$ cat src/rtl/lpif_txrx_x4_q2_pkg.sv
// rtl/lpif_txrx_x4_q2_pkg.sv - field map, word struct, gen1 mask and CRC-4 helper
package lpif_txrx_x4_q2_pkg;

  localparam int STATE_LSB     = 0;
  localparam int STATE_W       = 4;
  localparam int PROTID_LSB    = 4;
  localparam int PROTID_W      = 2;
  localparam int DATA_LSB      = 6;
  localparam int DATA_W        = 256;
  localparam int GEN1_DATA_W   = 128;
  localparam int DVALID_BIT    = 262;
  localparam int CRC_LSB       = 263;
  localparam int CRC_W         = 4;
  localparam int CRC_VALID_BIT = 267;
  localparam int VALID_BIT     = 268;
  localparam int WORD_W        = 269;

  // x^4 + x + 1 with the x^4 term implied
  localparam logic [CRC_W-1:0] CRC4_POLY = 4'h3;

  typedef struct packed {
    logic                valid;
    logic                crc_valid;
    logic [CRC_W-1:0]    crc;
    logic                dvalid;
    logic [DATA_W-1:0]   data;
    logic [PROTID_W-1:0] protid;
    logic [STATE_W-1:0]  state;
  } lpif_x4_q2_word_t;

  function automatic lpif_x4_q2_word_t gen1_mask(input lpif_x4_q2_word_t w, input logic gen2);
    lpif_x4_q2_word_t m;
    m = w;
    if (!gen2) m.data[DATA_W-1:GEN1_DATA_W] = '0;
    return m;
  endfunction

  function automatic logic [CRC_W-1:0] crc4(input logic [DATA_W-1:0] data);
    logic [CRC_W-1:0] c;
    c = '0;
    for (int i = 0; i < DATA_W; i++) begin
      if (c[CRC_W-1] ^ data[i]) c = {c[CRC_W-2:0], 1'b0} ^ CRC4_POLY;
      else                      c = {c[CRC_W-2:0], 1'b0};
    end
    return c;
  endfunction

endpackage

$ cat src/rtl/lpif_txrx_skid2.sv
// rtl/lpif_txrx_skid2.sv - generic 2-entry ready/valid FIFO buffer
module lpif_txrx_skid2 #(
  parameter int WIDTH = 8
) (
  input  logic             clk,
  input  logic             rst,
  input  logic [WIDTH-1:0] in_data,
  input  logic             in_valid,
  output logic             in_ready,
  output logic [WIDTH-1:0] out_data,
  output logic             out_valid,
  input  logic             out_ready
);

  logic [WIDTH-1:0] mem [2];
  logic             wr_ptr;
  logic             rd_ptr;
  logic [1:0]       count;
  logic             push;
  logic             pop;

  assign in_ready  = (count < 2'd2);
  assign out_valid = (count != 2'd0);
  assign push      = in_valid & in_ready;
  assign pop       = out_valid & out_ready;
  assign out_data  = out_valid ? mem[rd_ptr] : '0;

  always_ff @(posedge clk) begin
    if (rst) begin
      count  <= 2'd0;
      wr_ptr <= 1'b0;
      rd_ptr <= 1'b0;
    end else begin
      if (push) begin
        mem[wr_ptr] <= in_data;
        wr_ptr      <= ~wr_ptr;
      end
      if (pop) rd_ptr <= ~rd_ptr;
      count <= count + {1'b0, push} - {1'b0, pop};
    end
  end

endmodule

$ cat src/rtl/lpif_txrx_x4_q2_slave_name.sv
// rtl/lpif_txrx_x4_q2_slave_name.sv - LPIF x4/q2 slave unpack/pack; CRC check under LPIF_SLAVE_CRC_CHECK_EN
module lpif_txrx_x4_q2_slave_name
  import lpif_txrx_x4_q2_pkg::*;
(
  input  logic                clk_wr,
  input  logic                rst_wr,
  input  logic                m_gen2_mode,
  input  logic [WORD_W-1:0]   rxfifo_downstream_data,
  input  logic                rxfifo_downstream_rvalid,
  output logic                rxfifo_downstream_rready,
  output logic [STATE_W-1:0]  dstrm_state,
  output logic [PROTID_W-1:0] dstrm_protid,
  output logic [DATA_W-1:0]   dstrm_data,
  output logic                dstrm_dvalid,
  output logic [CRC_W-1:0]    dstrm_crc,
  output logic                dstrm_crc_valid,
  output logic                dstrm_valid,
  output logic                dstrm_out_vld,
  input  logic                dstrm_out_rdy,
  input  logic [STATE_W-1:0]  ustrm_state,
  input  logic [PROTID_W-1:0] ustrm_protid,
  input  logic [DATA_W-1:0]   ustrm_data,
  input  logic                ustrm_dvalid,
  input  logic [CRC_W-1:0]    ustrm_crc,
  input  logic                ustrm_crc_valid,
  input  logic                ustrm_valid,
  output logic [WORD_W-1:0]   txfifo_upstream_data,
  output logic                state_chg,
  output logic                crc_err,
  output logic [15:0]         crc_err_cnt
);

  logic [WORD_W-1:0]  head_bits;
  logic [WORD_W-1:0]  up_bits;
  lpif_x4_q2_word_t   head;
  lpif_x4_q2_word_t   up_word;
  logic               pop;
  logic [STATE_W-1:0] last_state;

  lpif_txrx_skid2 #(.WIDTH(WORD_W)) u_skid (
    .clk       (clk_wr),
    .rst       (rst_wr),
    .in_data   (rxfifo_downstream_data),
    .in_valid  (rxfifo_downstream_rvalid),
    .in_ready  (rxfifo_downstream_rready),
    .out_data  (head_bits),
    .out_valid (dstrm_out_vld),
    .out_ready (dstrm_out_rdy)
  );

  // Masking is applied on the head rather than on push so it tracks the live mode
  assign head = gen1_mask(lpif_x4_q2_word_t'(head_bits), m_gen2_mode);
  assign pop  = dstrm_out_vld & dstrm_out_rdy;

  assign dstrm_state     = head.state;
  assign dstrm_protid    = head.protid;
  assign dstrm_data      = head.data;
  assign dstrm_dvalid    = head.dvalid;
  assign dstrm_crc       = head.crc;
  assign dstrm_crc_valid = head.crc_valid;
  assign dstrm_valid     = head.valid;

  always_comb begin
    up_bits = '0;
    up_bits[STATE_LSB +: STATE_W]   = ustrm_state;
    up_bits[PROTID_LSB +: PROTID_W] = ustrm_protid;
    up_bits[DATA_LSB +: DATA_W]     = ustrm_data;
    up_bits[DVALID_BIT]             = ustrm_dvalid;
    up_bits[CRC_LSB +: CRC_W]       = ustrm_crc;
    up_bits[CRC_VALID_BIT]          = ustrm_crc_valid;
    up_bits[VALID_BIT]              = ustrm_valid;
  end

  assign up_word = gen1_mask(lpif_x4_q2_word_t'(up_bits), m_gen2_mode);

  always_ff @(posedge clk_wr) begin
    if (rst_wr) begin
      txfifo_upstream_data <= '0;
      last_state           <= '0;
      state_chg            <= 1'b0;
    end else begin
      txfifo_upstream_data <= up_word;
      state_chg            <= pop && (head.state != last_state);
      if (pop) last_state <= head.state;
    end
  end

`ifdef LPIF_SLAVE_CRC_CHECK_EN
  logic crc_mismatch;
  assign crc_mismatch = head.crc_valid && (crc4(head.data) != head.crc);

  always_ff @(posedge clk_wr) begin
    if (rst_wr) begin
      crc_err     <= 1'b0;
      crc_err_cnt <= '0;
    end else begin
      crc_err <= pop && crc_mismatch;
      if (pop && crc_mismatch && (crc_err_cnt != 16'hFFFF))
        crc_err_cnt <= crc_err_cnt + 16'd1;
    end
  end
`else
  assign crc_err     = 1'b0;
  assign crc_err_cnt = '0;
`endif

endmodule

$ cat config.mk
export PLATFORM = sky130hd
export DESIGN_NAME = lpif_txrx_x4_q2_slave_name
export DESIGN_NICKNAME = d
export VERILOG_FILES = /design/src/rtl/lpif_txrx_x4_q2_pkg.sv /design/src/rtl/lpif_txrx_skid2.sv /design/src/rtl/lpif_txrx_x4_q2_slave_name.sv
export SDC_FILE = /design/constraint.sdc
export NUM_CORES = 1
export LEC_CHECK = 0
export BUFFER_PORTS_ARGS = -buffer_cell sky130_fd_sc_hd__buf_2
export CORE_AREA = 2 2 423 425
export DETAILED_ROUTE_END_ITERATION = 12
export DIE_AREA = 0 0 425 427
export HOLD_SLACK_MARGIN = 0.05
export SYNTH_ARGS = -nofsm -noshare
export SYNTH_HDL_FRONTEND = slang
export SYNTH_SLANG_ARGS = --single-unit
$ cat constraint.sdc
create_clock -name clk_wr -period 37 [get_ports clk_wr]
set_input_delay 3.7 -clock clk_wr [delete_from_list [all_inputs] [get_ports clk_wr]]
set_output_delay 3.7 -clock clk_wr [all_outputs]
set_load 0.05 [all_outputs]
# Word-level counts from Yosys, hierarchy flattened
# Memories as Yosys holds them, arrays and structs flattened. A register that Yosys moved wholly into a read port is not among the register bits.
# Cells that the tools add are included.
dict set report totals {
  memories 1
  latchBits 0
  output_inout_bits 558
  input_bits 543
  mem_bits_ro 0
  wordCells 27
  register_bits 278
  ramBits 538
}
dict set report op_classes {
  mul 0
  n_div 0
  reduce_logical 3
  n_mux 7
  n_lt_le_gt_ge 1
  n_addsub 2
  bitwise 5
  shifts 0
  n_eq_ne 1
}
# name depth word_bits read_ports rd_ports_with_merged_regs wr line_no
set memory_table {}
lappend memory_table {u_skid.mem 2 269 1 1 1 lpif_txrx_skid2.sv:15} ;# logic [WIDTH-1:0] mem [2];
# operator count
set op_table {}
lappend op_table {{2-to-1 mux 269 bit} 1}
lappend op_table {{2-to-1 mux 128 bit} 1}
lappend op_table {{2-to-1 mux 1 bit} 5}
lappend op_table {{!= test 4 bit} 1}
lappend op_table {{NOT 1 bit} 3}
lappend op_table {{adder 2 x 1 -> 2 bit} 1}
lappend op_table {{bitwise AND 1 bit} 2}
lappend op_table {{less-than comparator 2 bit (second input constant)} 1}
lappend op_table {{nonzero test 2 bit} 1}
lappend op_table {{OR reduction 2 bit} 1}
lappend op_table {{subtractor 2 x 1 -> 2 bit} 1}
lappend op_table {{logical AND 1 bit} 1}

# Longest topological paths before layout
dict set report logic_depth {
  ltp_word 5
  mapped_depth 10
  depth_no_buf 10
}

# By module
# Synthesis repeated with hierarchy kept, for this count alone.
dict set report hier_totals {
  hier_cells 1917
  hier_area_um2 29015.3
}
# mod seq_area_each_um2 instances area_each_um2 cells_per_inst
set modules_own_cells {}
lappend modules_own_cells {lpif_txrx_skid2 16255.6 1 20559.7 1163}
lappend modules_own_cells {lpif_txrx_x4_q2_slave_name 5485.3 1 8455.6 754}

# Worst setup path before layout
# OpenSTA, ideal clock, no wires.
dict set report synth_timing {
  path_type {input-to-reg}
  start {in rst_wr}
  end {mem u_skid.mem[0][0] (netlist bit) (enable)}
  setup_slack_ps 12042
  path_stages 4
  arrival_time_ps 23674
  t_required_ps 35716
  setup_time_ps 1284
  cell_sequence {buf_2 buf_2 buf_1 nor3b_1}
}
dict set report synth_via {
  elab_chain_len 2
}
# element line_no
set synth_rtl {}
lappend synth_rtl {{from (decl)} lpif_txrx_x4_q2_slave_name.sv:6} ;# input logic rst_wr,
lappend synth_rtl {{2-to-1 mux 1 bit} lpif_txrx_skid2.sv:29} ;# if (rst) begin
lappend synth_rtl {{2-to-1 mux 1 bit (implied by the code)} lpif_txrx_skid2.sv:35} ;# mem[wr_ptr] <= in_data;
lappend synth_rtl {{to (decl)} lpif_txrx_skid2.sv:15}
# No other way between the ends.

# Worst setup path after layout
dict set report layout_timing {
  start {in m_gen2_mode}
  end {out dstrm_data[188]}
}
dict set report layout_via {
  elab_chain_len 1
}
# element line_no
set layout_rtl {}
lappend layout_rtl {{from (decl)} lpif_txrx_x4_q2_slave_name.sv:7} ;# input logic m_gen2_mode,
lappend layout_rtl {{2-to-1 mux 128 bit} lpif_txrx_x4_q2_pkg.sv:34} ;# if (!gen2) m.data[DATA_W-1:GEN1_DATA_W] = '0;
lappend layout_rtl {{to (decl)} lpif_txrx_x4_q2_slave_name.sv:13} ;# output logic [DATA_W-1:0] dstrm_data,
# No other way between the ends.

==> run metrics <==
status=finished clean; dominant cells by area after synthesis=edfxtp_1, dfxtp_1, mux2i_1; number of I/O pins=1101; drt drc=0; Worst Setup Start Kind=primary input; DR iter-0 viols=around 1100; Die Ht=427 um; Slew Viols, Final=0; DR WL/cell=20.3 um; Final Wtd Congestion=approximately 0.9; Num CTS Buffers=88; area share of the largest cell type after synthesis=57.7%; minimum clock period=9260 ps; Critical Path Slowest Stage Cell=buf_4; Post-synth EDFFs=538; max incr delay on CP=740 ps; CTS sink cnt=817; port bufs=1083; Post-Syn Area=0.0280 mm^2; Worst path top cell family by delay=buffers and inverters; max_cap viols=0; Overall Power=between 2000 and 3000 uW; Worst-Skew Late Latency=700 ps; most frequent CP cell=buf_2; GRT overflow=0; Crit path arrival time=about 5600 ps; global-route wire length before repair=about 140 mm; share of post-route cells with drive strength above 1=42.2%; Pleak=0.0156 uW; Worst EP required=around 33000 ps; buffers and inverters on the worst path=3; synthesized flop and latch total=817; synth warn=0; Setup Skew=21.1 ps; Seq/Total Area, Yosys=between 70% and 80%; Vias/cell=3.46; RSZ-0062 raised after global routing=false; clock-pin transition on the worst setup and hold timing paths=60 ps; setup TNS=0 ps; hold_buf cts=0; CTS Buffer Depth=3; row count=between 150 and 200; total power divided by cell area=74.3 mW/mm^2; Detailed Route WL=108 mm; WHS=512 ps; Root Driver=clkbuf_16; die area=around 0.18 mm^2; Starting Density=15.8%; crit share post-route=25.0%; CP startpoint=m_gen2_mode; remaining antenna violation count=0; fillcell total=19000; CTS tree=yes; R2R cell count=5; syn avg cell area=15.8 um^2; FF-to-FF End=u_skid.mem[0][97]$_DFFE_PP_; post-synth top area cell=edfxtp_1; r2r setup slk=between 30000 and 40000 ps; Max transition margin=29.1%; largest net degree at the start of global routing=142; antenna violations before repair=73; CP endpoint=dstrm_data[188]; vias in the first global route=18000; Gate Count Post-Synth=1772; GR Util met2=around a fifth; Worst path depth=5; vias=18500; critical path cell sequence=buf_2, nand2_4, buf_4, nor2_1, buf_2; Synth Flop Type=edfxtp_1; grt met1 use=a little under an eighth; dpl hpwl=85.3 mm; # nets final=between 3000 and 4000; post-CTS sizing=0; TritonRoute pass-1 iters=5; Least-Margin Pin Slew=1060 ps; post-CTS setup buffer count=0; Final Hold Viols=0; H-tree depth=3; Die Width=425 um; met3 Usage GRT=~3.3%; Async SR Flop Fraction=0%; core region area=0.177 mm^2; post-route insts no fill=5347; Setup Viol. Count Final=0; worst hold path type=flop to flop; worst vdd ir=0.0498 mV; Worst Setup Path Type=primary input to primary output; fmax=0.108 GHz; grt peak-use layer=met2; Tot GR Track Use=11.3%; Crit Path Max Fanout=94; Placed Cells=5140; Worst R2R Start=u_skid.count[1]$_SDFF_PP0_; Area Growth Syn to Fin=39.2%; Unique masters post-synth=27; CP Capture Type=primary output
stage by stage:
stage               setup WS (ps)  area [um^2]  util (%)
floorplan                   12040        28100         -
global placement            27800        36000      20.3
detailed placement          27740        36000      20.3
CTS                         27740        38900      21.9
global route                27630        38900      22.0
finish                      27740        39000      22.0
metal layers:
metal	up-vias	routed length (um)
li1	8421	-
met1	9017	38100
met2	806	58100
met3	214	7500
met4	16	4650
met5	-	96
synth_stat cells, drive strengths merged (2+ instances only):
cell and count:
nor3 2, inv 5, nor2b 144, clkbuf 28, ha 2, mux2i 269
nand2 2, and2 128, a22oi 4, dfxtp 279, nor2 278, edfxtp 538
buf 80, xnor2 5
logic make-up (layout without fill, tap and decap cells):
kind of cell / count (synthesis) / after routing / share of synthesized area, %
AO/OA/AOI/OAI: 7 / 7 / 0.183
XOR/XNOR: 6 / 6 / 0.188
flip-flops: 817 / 817 / 77.7
AND/OR/NAND/NOR: 557 / 557 / 9.98
adder cells (fa/ha/maj): 2 / 2 / 0.0894
buffers and inverters: 113 / 1268 / 2.27
other: 1 / 66 / 0.0134
multiplexers: 269 / 269 / 9.62
sequential cells by signal, indices dropped and copies added (netlist names), named ones only:
| name | count |
|---|---|
| u_skid.mem | 538 |
| txfifo_upstream_data | 269 |
| last_state | 4 |
| u_skid.count | 2 |
| state_chg | 1 |
| u_skid.rd_ptr | 1 |
| u_skid.wr_ptr | 1 |
where the power goes:
group / internal, uW / total (uW) / switching, uW
sequential: 1050 / 1070 / 22.3
clock: 499 / 874 / 375
combinational: 210 / 952 / 742
tightest hold or removal path, stage by stage, from the launching register on:
cell and delay, ps:
dfxtp_1 320, xor2_1 80, nor2_1 80
cell type report:
cell class | instances | area (um^2) | share of cell area (%)
Timing Repair Buffer | 1105 | 5620 | 14.4
Inverter | 5 | 18.8 | 0.0482
Antenna cell | 49 | 123 | 0.315
Sequential cell | 817 | 21700 | 55.8
Clock inverter | 48 | 484 | 1.24
Multi-Input combinational cell | 858 | 5710 | 14.6
Clock buffer | 110 | 2330 | 5.99
Tap cell | 2355 | 2950 | 7.56
layout by cell type (no fill, tap or decap), types with 4 or more instances in the layout:
cell	count
clkinv_2	12
clkbuf_16	88
mux2i_1	269
bufinv_16	7
inv_6	5
clkbuf_8	5
and2_1	128
diode_2	49
conb_1	17
buf_4	20
nor2_1	275
clkbuf_1	17
clkinvlp_4	4
clkinv_4	4
a22oi_1	4
clkinv_1	13
dfxtp_1	278
inv_1	5
edfxtp_1	538
nor2b_1	143
xnor2_1	5
buf_2	1082
worst min path at each step:
stage,from,end,slack (ps),depth (start not counted)
CTS,u_skid.rd_ptr$_SDFFE_PP0P_,u_skid.rd_ptr$_SDFFE_PP0P_,510,2
finish,u_skid.rd_ptr$_SDFFE_PP0P_,flop,510,2
global placement,u_skid.rd_ptr$_SDFFE_PP0P_,flop,480,2
floorplan,u_skid.rd_ptr$_SDFFE_PP0P_,flop,470,2
global route,u_skid.rd_ptr$_SDFFE_PP0P_,flop,550,2
detailed placement,u_skid.rd_ptr$_SDFFE_PP0P_,u_skid.rd_ptr$_SDFFE_PP0P_,500,2
(Power assumes the default switching activity.)
